File: src/rtl/soc_mem_pkg.sv
// soc_mem_pkg
// Shared constants for the Block_RAM arbitration slice.
//   OWNER_A / OWNER_B : requester tags used for last_owner and read-return routing
//   BRAM_AW / BRAM_DW : default RAM word-address and data widths
//   BURST_CW          : width of the B burst-lock counter
package soc_mem_pkg;

    localparam logic OWNER_A = 1'b0;
    localparam logic OWNER_B = 1'b1;

    localparam int unsigned BRAM_AW  = 14;
    localparam int unsigned BRAM_DW  = 32;
    localparam int unsigned BURST_CW = 8;

    // The requester that is not 'owner'; used for the round-robin tie break.
    function automatic logic other_owner(input logic owner);
        return ~owner;
    endfunction

endpackage

File: src/rtl/bram_arb_grant.sv
// bram_arb_grant
// Picks at most one requester per cycle: round-robin on ties, except that B may hold
// the RAM for up to MAX_BURST consecutive grants while b_lock is set and A is waiting.
// Ports:
//   clk, rst       : clock, synchronous active-high reset
//   a_req, b_req   : access requests
//   b_lock         : B asks for back-to-back grants
//   a_gnt, b_gnt   : combinational grants (both 0 while rst=1)
module bram_arb_grant
    import soc_mem_pkg::*;
#(
    parameter int unsigned MAX_BURST = 16
) (
    input  logic clk,
    input  logic rst,
    input  logic a_req,
    input  logic b_req,
    input  logic b_lock,
    output logic a_gnt,
    output logic b_gnt
);

    localparam logic [BURST_CW-1:0] BurstMax = BURST_CW'(MAX_BURST);

    logic                last_owner;
    logic [BURST_CW-1:0] burst_cnt;
    logic                pick_b;

    always_comb begin
        pick_b = b_req;
        if (a_req && b_req) begin
            if (last_owner == OWNER_B && b_lock && burst_cnt < BurstMax) begin
                pick_b = 1'b1;
            end else begin
                pick_b = (other_owner(last_owner) == OWNER_B);
            end
        end
        a_gnt = 1'b0;
        b_gnt = 1'b0;
        if (!rst) begin
            a_gnt = a_req && !pick_b;
            b_gnt = b_req && pick_b;
        end
    end

    always_ff @(posedge clk) begin
        if (rst) begin
            last_owner <= OWNER_B;  // so A wins the first tie
            burst_cnt  <= '0;
        end else begin
            if (a_gnt || b_gnt) begin
                last_owner <= b_gnt ? OWNER_B : OWNER_A;
            end
            // Count only locked B grants that actually make A wait; a locked grant
            // with A idle keeps the count, anything else restarts the burst.
            if (b_gnt && b_lock) begin
                if (a_req && burst_cnt < BurstMax) begin
                    burst_cnt <= burst_cnt + 1'b1;
                end
            end else begin
                burst_cnt <= '0;
            end
        end
    end

endmodule

File: src/rtl/bram_port_arbiter.sv
// bram_port_arbiter
// Shares one Block_RAM (write port a, read port b, 1-cycle read latency) between the
// CPU-side requester A and the LCD fetch/DMA requester B. One access issues per cycle;
// read data returns to its owner exactly one cycle after the grant.
// Ports:
//   clk, rst                         : clock, synchronous active-high reset
//   a_req/a_we/a_addr/a_wdata        : A request, byte enables (0 = read), address, data
//   a_gnt/a_rvalid/a_rdata           : A grant (comb), read valid, read data
//   b_*                              : same for B, plus b_lock for burst grants
//   ram_waddr/ram_wdata/ram_we       : to Block_RAM addra/dina/wea
//   ram_raddr/ram_rdata              : to Block_RAM addrb, from doutb
module bram_port_arbiter
    import soc_mem_pkg::*;
#(
    parameter int unsigned AW        = BRAM_AW,
    parameter int unsigned DW        = BRAM_DW,
    parameter int unsigned MAX_BURST = 16
) (
    input  logic            clk,
    input  logic            rst,
    input  logic            a_req,
    input  logic [DW/8-1:0] a_we,
    input  logic [AW-1:0]   a_addr,
    input  logic [DW-1:0]   a_wdata,
    output logic            a_gnt,
    output logic            a_rvalid,
    output logic [DW-1:0]   a_rdata,
    input  logic            b_req,
    input  logic [DW/8-1:0] b_we,
    input  logic [AW-1:0]   b_addr,
    input  logic [DW-1:0]   b_wdata,
    input  logic            b_lock,
    output logic            b_gnt,
    output logic            b_rvalid,
    output logic [DW-1:0]   b_rdata,
    output logic [AW-1:0]   ram_waddr,
    output logic [DW-1:0]   ram_wdata,
    output logic [DW/8-1:0] ram_we,
    output logic [AW-1:0]   ram_raddr,
    input  logic [DW-1:0]   ram_rdata
);

    logic          gnt_any;
    logic [AW-1:0] addr_q;
    logic [DW-1:0] wdata_q;
    logic          rd_pending;
    logic          rd_owner;

    bram_arb_grant #(
        .MAX_BURST (MAX_BURST)
    ) u_grant (
        .clk    (clk),
        .rst    (rst),
        .a_req  (a_req),
        .b_req  (b_req),
        .b_lock (b_lock),
        .a_gnt  (a_gnt),
        .b_gnt  (b_gnt)
    );

    assign gnt_any = a_gnt | b_gnt;

    // Idle cycles keep the last issued address/data on the RAM pins.
    always_comb begin
        ram_waddr = addr_q;
        ram_wdata = wdata_q;
        ram_we    = '0;
        if (a_gnt) begin
            ram_waddr = a_addr;
            ram_wdata = a_wdata;
            ram_we    = a_we;
        end else if (b_gnt) begin
            ram_waddr = b_addr;
            ram_wdata = b_wdata;
            ram_we    = b_we;
        end
    end

    assign ram_raddr = ram_waddr;

    always_ff @(posedge clk) begin
        if (rst) begin
            addr_q     <= '0;
            wdata_q    <= '0;
            rd_pending <= 1'b0;
            rd_owner   <= OWNER_A;
        end else begin
            if (gnt_any) begin
                addr_q  <= ram_waddr;
                wdata_q <= ram_wdata;
            end
            rd_pending <= gnt_any && (ram_we == '0);
            rd_owner   <= b_gnt ? OWNER_B : OWNER_A;
        end
    end

    // A reset arriving while a read is in flight drops that return.
    assign a_rvalid = rd_pending && (rd_owner == OWNER_A) && !rst;
    assign b_rvalid = rd_pending && (rd_owner == OWNER_B) && !rst;
    assign a_rdata  = a_rvalid ? ram_rdata : '0;
    assign b_rdata  = b_rvalid ? ram_rdata : '0;

endmodule

File: config.mk
export PLATFORM = sky130hd
export DESIGN_NAME = bram_port_arbiter
export DESIGN_NICKNAME = d
export VERILOG_FILES = /design/src/rtl/soc_mem_pkg.sv /design/src/rtl/bram_arb_grant.sv /design/src/rtl/bram_port_arbiter.sv
export SDC_FILE = /design/constraint.sdc
export NUM_CORES = 1
export LEC_CHECK = 0
export BUFFER_PORTS_ARGS = -buffer_cell sky130_fd_sc_hd__buf_4
export CORE_AREA = 2 2 105 107
export CTS_BUF_LIST = sky130_fd_sc_hd__clkbuf_4
export DETAILED_ROUTE_END_ITERATION = 8
export DIE_AREA = 0 0 107 109
export PLACE_DENSITY = 0.73
export SLEW_MARGIN = 20
export SYNTH_ARGS = -nofsm -noshare
export SYNTH_HDL_FRONTEND = slang
export SYNTH_HIERARCHICAL = 1
export SYNTH_SLANG_ARGS = --single-unit
File: constraint.sdc
create_clock -name clk -period 1.9 [get_ports clk]
set_input_delay 0.19 -clock clk [delete_from_list [all_inputs] [get_ports clk]]
set_output_delay 0.19 -clock clk [all_outputs]
set_load 0.01 [all_outputs]
==> metrics.cfg, run 1 <==
[status]
outcome = finished, violations left
violations = setup timing

[worst_setup_path]
slowest_delay_ps = 520
worstSetupPathType = reg -> out
cp_max_fo = 38
slowest_stage = a211oi_4
path_cells = or4_4 > o21ai_4 > a211oi_4 > buf_12 > nand2_1 > o21ai_2 > buf_4
cp_data_arrival_time_ps = 2280
worstSetupEndpointType = primary output
cp.required_ps = 1710
startpoint_type = register

[timing]
timing.fmax_mhz = 405
grt_setup_unrepaired = true
drv_slew = 0
skew_ps = 12.6
setup_ws_ps = -571
hold_violations = 0
worst_hold_slack_ps = 40.1
period_minus_slack_ps = 2470
setup_violations = 112
max_slew_margin = 0.646
worst_pin_slew_ps = 530
min_period_over_period = 1.30

[die]
die_x_um = 107
io-pin-count = 269
num_rows = 38
die_y_um = 109
die-area_um2 = 11700
start_util = 0.348
core-area_um2 = 10600

[clock_tree]
root_buffer = clkbuf_4
postCtsHoldBufs = 0
clk_latency_ps = 390
clockBufferDepth = 2
htree_levels = 3
clk_pin_slew_worst_paths_ps = 100
cts_buffers = 9
cts.sinks = 57
cts_tree = built

[drt]
drt_wl_total_mm = 13.2
wl_per_cell_um = 16.2
drt_iter0_markers = 213
drc = 0
vias = 4087
first_pass_iters = 4
ant_nets = 0
viasPerCell = 5.01

[finish]
fin_nets = 809
instances_no_fill = 816
utilization = 0.611
nFillCells = 906
area.growth.synth_to_final_pct = 75.6
register_area_um2 = 1150
drive_above_1_share = 0.587
final_cell_mix = 273 x buf_4, 64 x and2_1, 55 x dfxtp_1
final_common_cell = buf_4
multiInputGateArea_um2 = 2500

[placed_design]
port_buffers = 268
place_inst = 777
dp_worst_setup_slack_ps = -149
hpwl_mm = 9.36
place.gp.congestion = 0.832

[pwr]
power_leakage_nw = 3.47
total_power_w = 0.00298
vdd_drop_max_v = 0.000412
powerDensity_nw_per_um2 = 460

[synth]
ys_ff_latch = 57
ys.flop_type = dfxtp_1
syn_area_um2 = 3690
async_reset_ff_frac = 0
synth.yosys.seq_area_share = 0.309
synth-warning-count = 6
synth_edf_count = 0
synth_nets = 545
syn_avg_cell_area_um2 = 9.06
syn_inst = 407
synth_cell_types = 43

[worst_hold_path]
hp-class = in -> reg

[grt]
grt_max_degree = 48
grt_pass1_wl_mm = 18.7
grt_pass1_vias = 3881
antenna_found_initial = 1
grt_usage = 0.205
grt_overflow_total = 0

[job]
cap_violations = 0

power breakdown:
group	total (W)	switching (W)	internal, W
logic	0.00106	0.000459	0.000596
clock network	0.000676	0.000434	0.000242
registers	0.00125	0.0000231	0.00122
total	0.00298	0.000917	0.00206
sequential cells by signal, summed over array words and instances, names as in the netlist:
| register | count |
|---|---|
| wdata_q | 32 |
| addr_q | 14 |
| u_grant/burst_cnt | 8 |
| rd_owner | 1 |
| rd_pending | 1 |
| u_grant/last_owner | 1 |
through the flow:
step           instance area [um2]  TNS, ps
2_1_floorplan                 3810   -17200
5_1_grt                       6470   -62730
3_5_place_dp                  5770   -12000
4_1_cts                       6020   -41510
6_report                      6470   -49620
3_3_place_gp                  5770    -7410
critical path, delay by kind of cell (launching register included):
kind | cells | cell delay (ps)
flops | 1 | 420
simple gates | 2 | 310
compound gates | 3 | 690
buf+inv | 2 | 440
routing by layer:
metal,vias up,part of all wire,GRT usage
met1,1910,0.38,0.224
met4,0,0.035,0.100
met2,174,0.52,0.367
met3,28,0.071,0.0556
met5,-,0,0
li1,1975,-,-
cell usage after synthesis (all sizes together), types with 2 or more instances:
cell,count,area [um2]
nor2,2,7.51
inv,3,11.3
nand2,52,195
o211a,46,460
nor2b,4,25.0
a21oi,2,10.0
and3,5,31.3
nor3b,3,27.5
and2,64,400
dlygate4sd1,3,26.3
dfxtp,57,1140
buf,30,290
a22o,4,35.0
nor4,2,27.5
clkbuf,15,57.6
o21ai,50,322
mux2i,47,470
cell type report:
type,count,area share
diodes,1,0.000386
clock buffers,9,0.0104
clock inverters,6,0.00406
inverters,3,0.00174
multi-input cells,298,0.386
flip-flops and latches,57,0.177
well taps,140,0.0271
repair buffers,302,0.393
final timing paths:
path                   startpoint  depth (start not counted)  slack, ps              endpoint
max          u_grant/burst_cnt[6]                          7       -570         ram_waddr[12]
min                           rst                          2         40              rd_owner
max reg2reg    u_grant/last_owner                         10       -350            wdata_q[5]
min reg2reg  u_grant/burst_cnt[1]                          2        490  u_grant/burst_cnt[1]
repair_timing:
action                     in CTS  in global routing
pin swaps                       2                 19
gates cloned                    2                  5
buffers inserted                3                 13
setup endpoints to repair     112                113
resized for setup              19                 46
cell families (layout without fill, tap and decap cells):
group | after synthesis | count (layout) | share of synthesized area
AND/OR/NAND/NOR | 141 | 141 | 0.212
AO/OA/AOI/OAI | 109 | 109 | 0.240
flip-flops | 57 | 57 | 0.309
buffers and inverters | 52 | 320 | 0.108
multiplexers | 47 | 47 | 0.128
adder cells (fa/ha/maj) | 1 | 1 | 0.00339
other | 0 | 1 | 0
Power figures use the tool's default switching activity.
==> inputs of run 2 (changes only) <==
--- a/config.mk
+++ b/config.mk
@@ -11,6 +11,7 @@
 export DETAILED_ROUTE_END_ITERATION = 8
 export DIE_AREA = 0 0 107 109
 export PLACE_DENSITY = 0.73
+export SKIP_LAST_GASP = 1
 export SLEW_MARGIN = 20
 export SYNTH_ARGS = -nofsm -noshare
 export SYNTH_HDL_FRONTEND = slang
==> metrics.cfg, run 2 (synthesized netlist as in run 1, its figures left out) <==
[clock_tree]
postCtsHoldBufs = 0
cts.sinks = 57
cts_tree = built
root_buffer = clkbuf_4
clk_pin_slew_worst_paths_ps = 100
htree_levels = 3
clk_latency_ps = 400
cts_buffers = 9
clockBufferDepth = 2

[worst_setup_path]
slowest_delay_ps = 350
startpoint_type = register
worstSetupEndpointType = primary output
cp_top_family = simple AND/OR/NAND/NOR gates
cp_max_fo = 7
crit_buf_inv = 3
cp.required_ps = 1710
worstSetupPathType = reg -> out
slowest_stage = dfxtp_2
r2r_setup_slack_ps = -340
path_cells = nor4_4 > a21oi_2 > nor3b_4 > buf_12 > clkbuf_16 > mux2i_1 > o21ai_2 > buf_4
cp_data_arrival_time_ps = 2280

[grt]
top_usage_layer = met2
grt_pass1_wl_mm = 18.6
antenna_found_initial = 1
grt_usage = 0.203
grtUsageMet2 = 0.357
grt_use_met1 = 0.225
grt_pass1_vias = 3849
grtUsageMet3 = 0.0550
grt_max_degree = 48
grt_overflow_total = 0

[timing]
min_period_over_period = 1.30
timing.fmax_mhz = 405
finalSetupTns_ps = -49350
period_minus_slack_ps = 2470
setup_violations = 112
worst_hold_slack_ps = 46.6
drv_slew = 0
grt_setup_unrepaired = true
setup_ws_ps = -571
hold_violations = 0
skew_ps = 12.2
max_slew_margin = 0.653
worst_pin_slew_ps = 521

[finish]
largest_reg_flops = 32
drive_above_1_share = 0.588
fin_area_um2 = 6420
final_cell_mix = 286 x buf_4, 64 x and2_1, 55 x dfxtp_1
final_common_cell = buf_4
largest-register = wdata_q
fin_nets = 809
top_regs = wdata_q: 32 flops, addr_q: 14 flops, u_grant/burst_cnt: 8 flops
area.growth.synth_to_final_pct = 74.0

[status]
outcome = finished, violations left
violations = setup timing

[drt]
wl_per_cell_um = 15.9
vias = 4041
ant_nets = 0
drt_iter0_markers = 192
viasPerCell = 4.95
drt_wl_total_mm = 13.0
drc = 0
first_pass_iters = 4

[die]
start_util = 0.348
io-pin-count = 269
die_x_um = 107
die_y_um = 109
die-area_um2 = 11700
core-area_um2 = 10600
num_rows = 38

[placed_design]
hpwl_mm = 9.36
dpl_cell_area_um2 = 5770
port_buffers = 268
place.gp.congestion = 0.832

[worst_hold_path]
hp-class = in -> reg

[pwr]
powerDensity_nw_per_um2 = 461
vdd_drop_max_v = 0.000418
power_leakage_nw = 3.45

[job]
cap_violations = 0

==> run 2: changes by cell type in the layout (fill, tap and decap cells not counted) <==
cell     before  now
buf_12        5    4
buf_4       273  286
buf_8         1    0
mux2i_2      12   13
buf_6        15    4
mux2i_1      22   21
==> run 2: layout make-up <==
type | instances | area, um2
fill | 903 | 4190
multi-input combinational | 298 | 2510
timing repair buffer | 302 | 2480
sequential | 57 | 1150
tap | 140 | 175
clock buffer | 9 | 67.6
clock inverter | 6 | 26.3
inverter | 3 | 11.3
antenna | 1 | 2.50
==> run 2: path summary, 6_finish.rpt <==
path / from / endpoint / depth (start not counted)
setup / recovery: u_grant/burst_cnt[4] / ram_waddr[10] / 8
hold / removal: rst / rd_owner / 2
setup reg to reg: u_grant/last_owner / wdata_q[5] / 10
hold reg to reg: u_grant/burst_cnt[1] / u_grant/burst_cnt[1] / 2
==> run 2: routing by layer <==
layer,part of all wire,vias to the layer above
li1,-,1973
met1,0.37,1862
met2,0.51,176
met3,0.073,30
met4,0.039,0
met5,0,-
==> run 2: where the power goes <==
part / internal (W) / switching, W / leakage [nW]
clock network: 0.000242 / 0.000438 / 0.0578
logic: 0.000581 / 0.000453 / 2.93
registers: 0.00122 / 0.0000228 / 0.463
==> run 2: repair_timing <==
item,in CTS,in global routing
setup endpoints to repair,112,113
setup buffers,3,13
cloned,2,5
pin swaps,2,20
gates resized for setup,8,42
==> run 2: metrics by stage <==
stage	utilization	cells	total power (W)	setup slack [ps]
2_1_floorplan	-	407	0.00173	-314
3_3_place_gp	0.544	777	0.00213	-91.2
3_5_place_dp	0.544	777	0.00215	-149
4_1_cts	0.564	797	0.00287	-557
5_1_grt	0.605	816	0.00312	-687
6_report	0.605	816	0.00296	-571
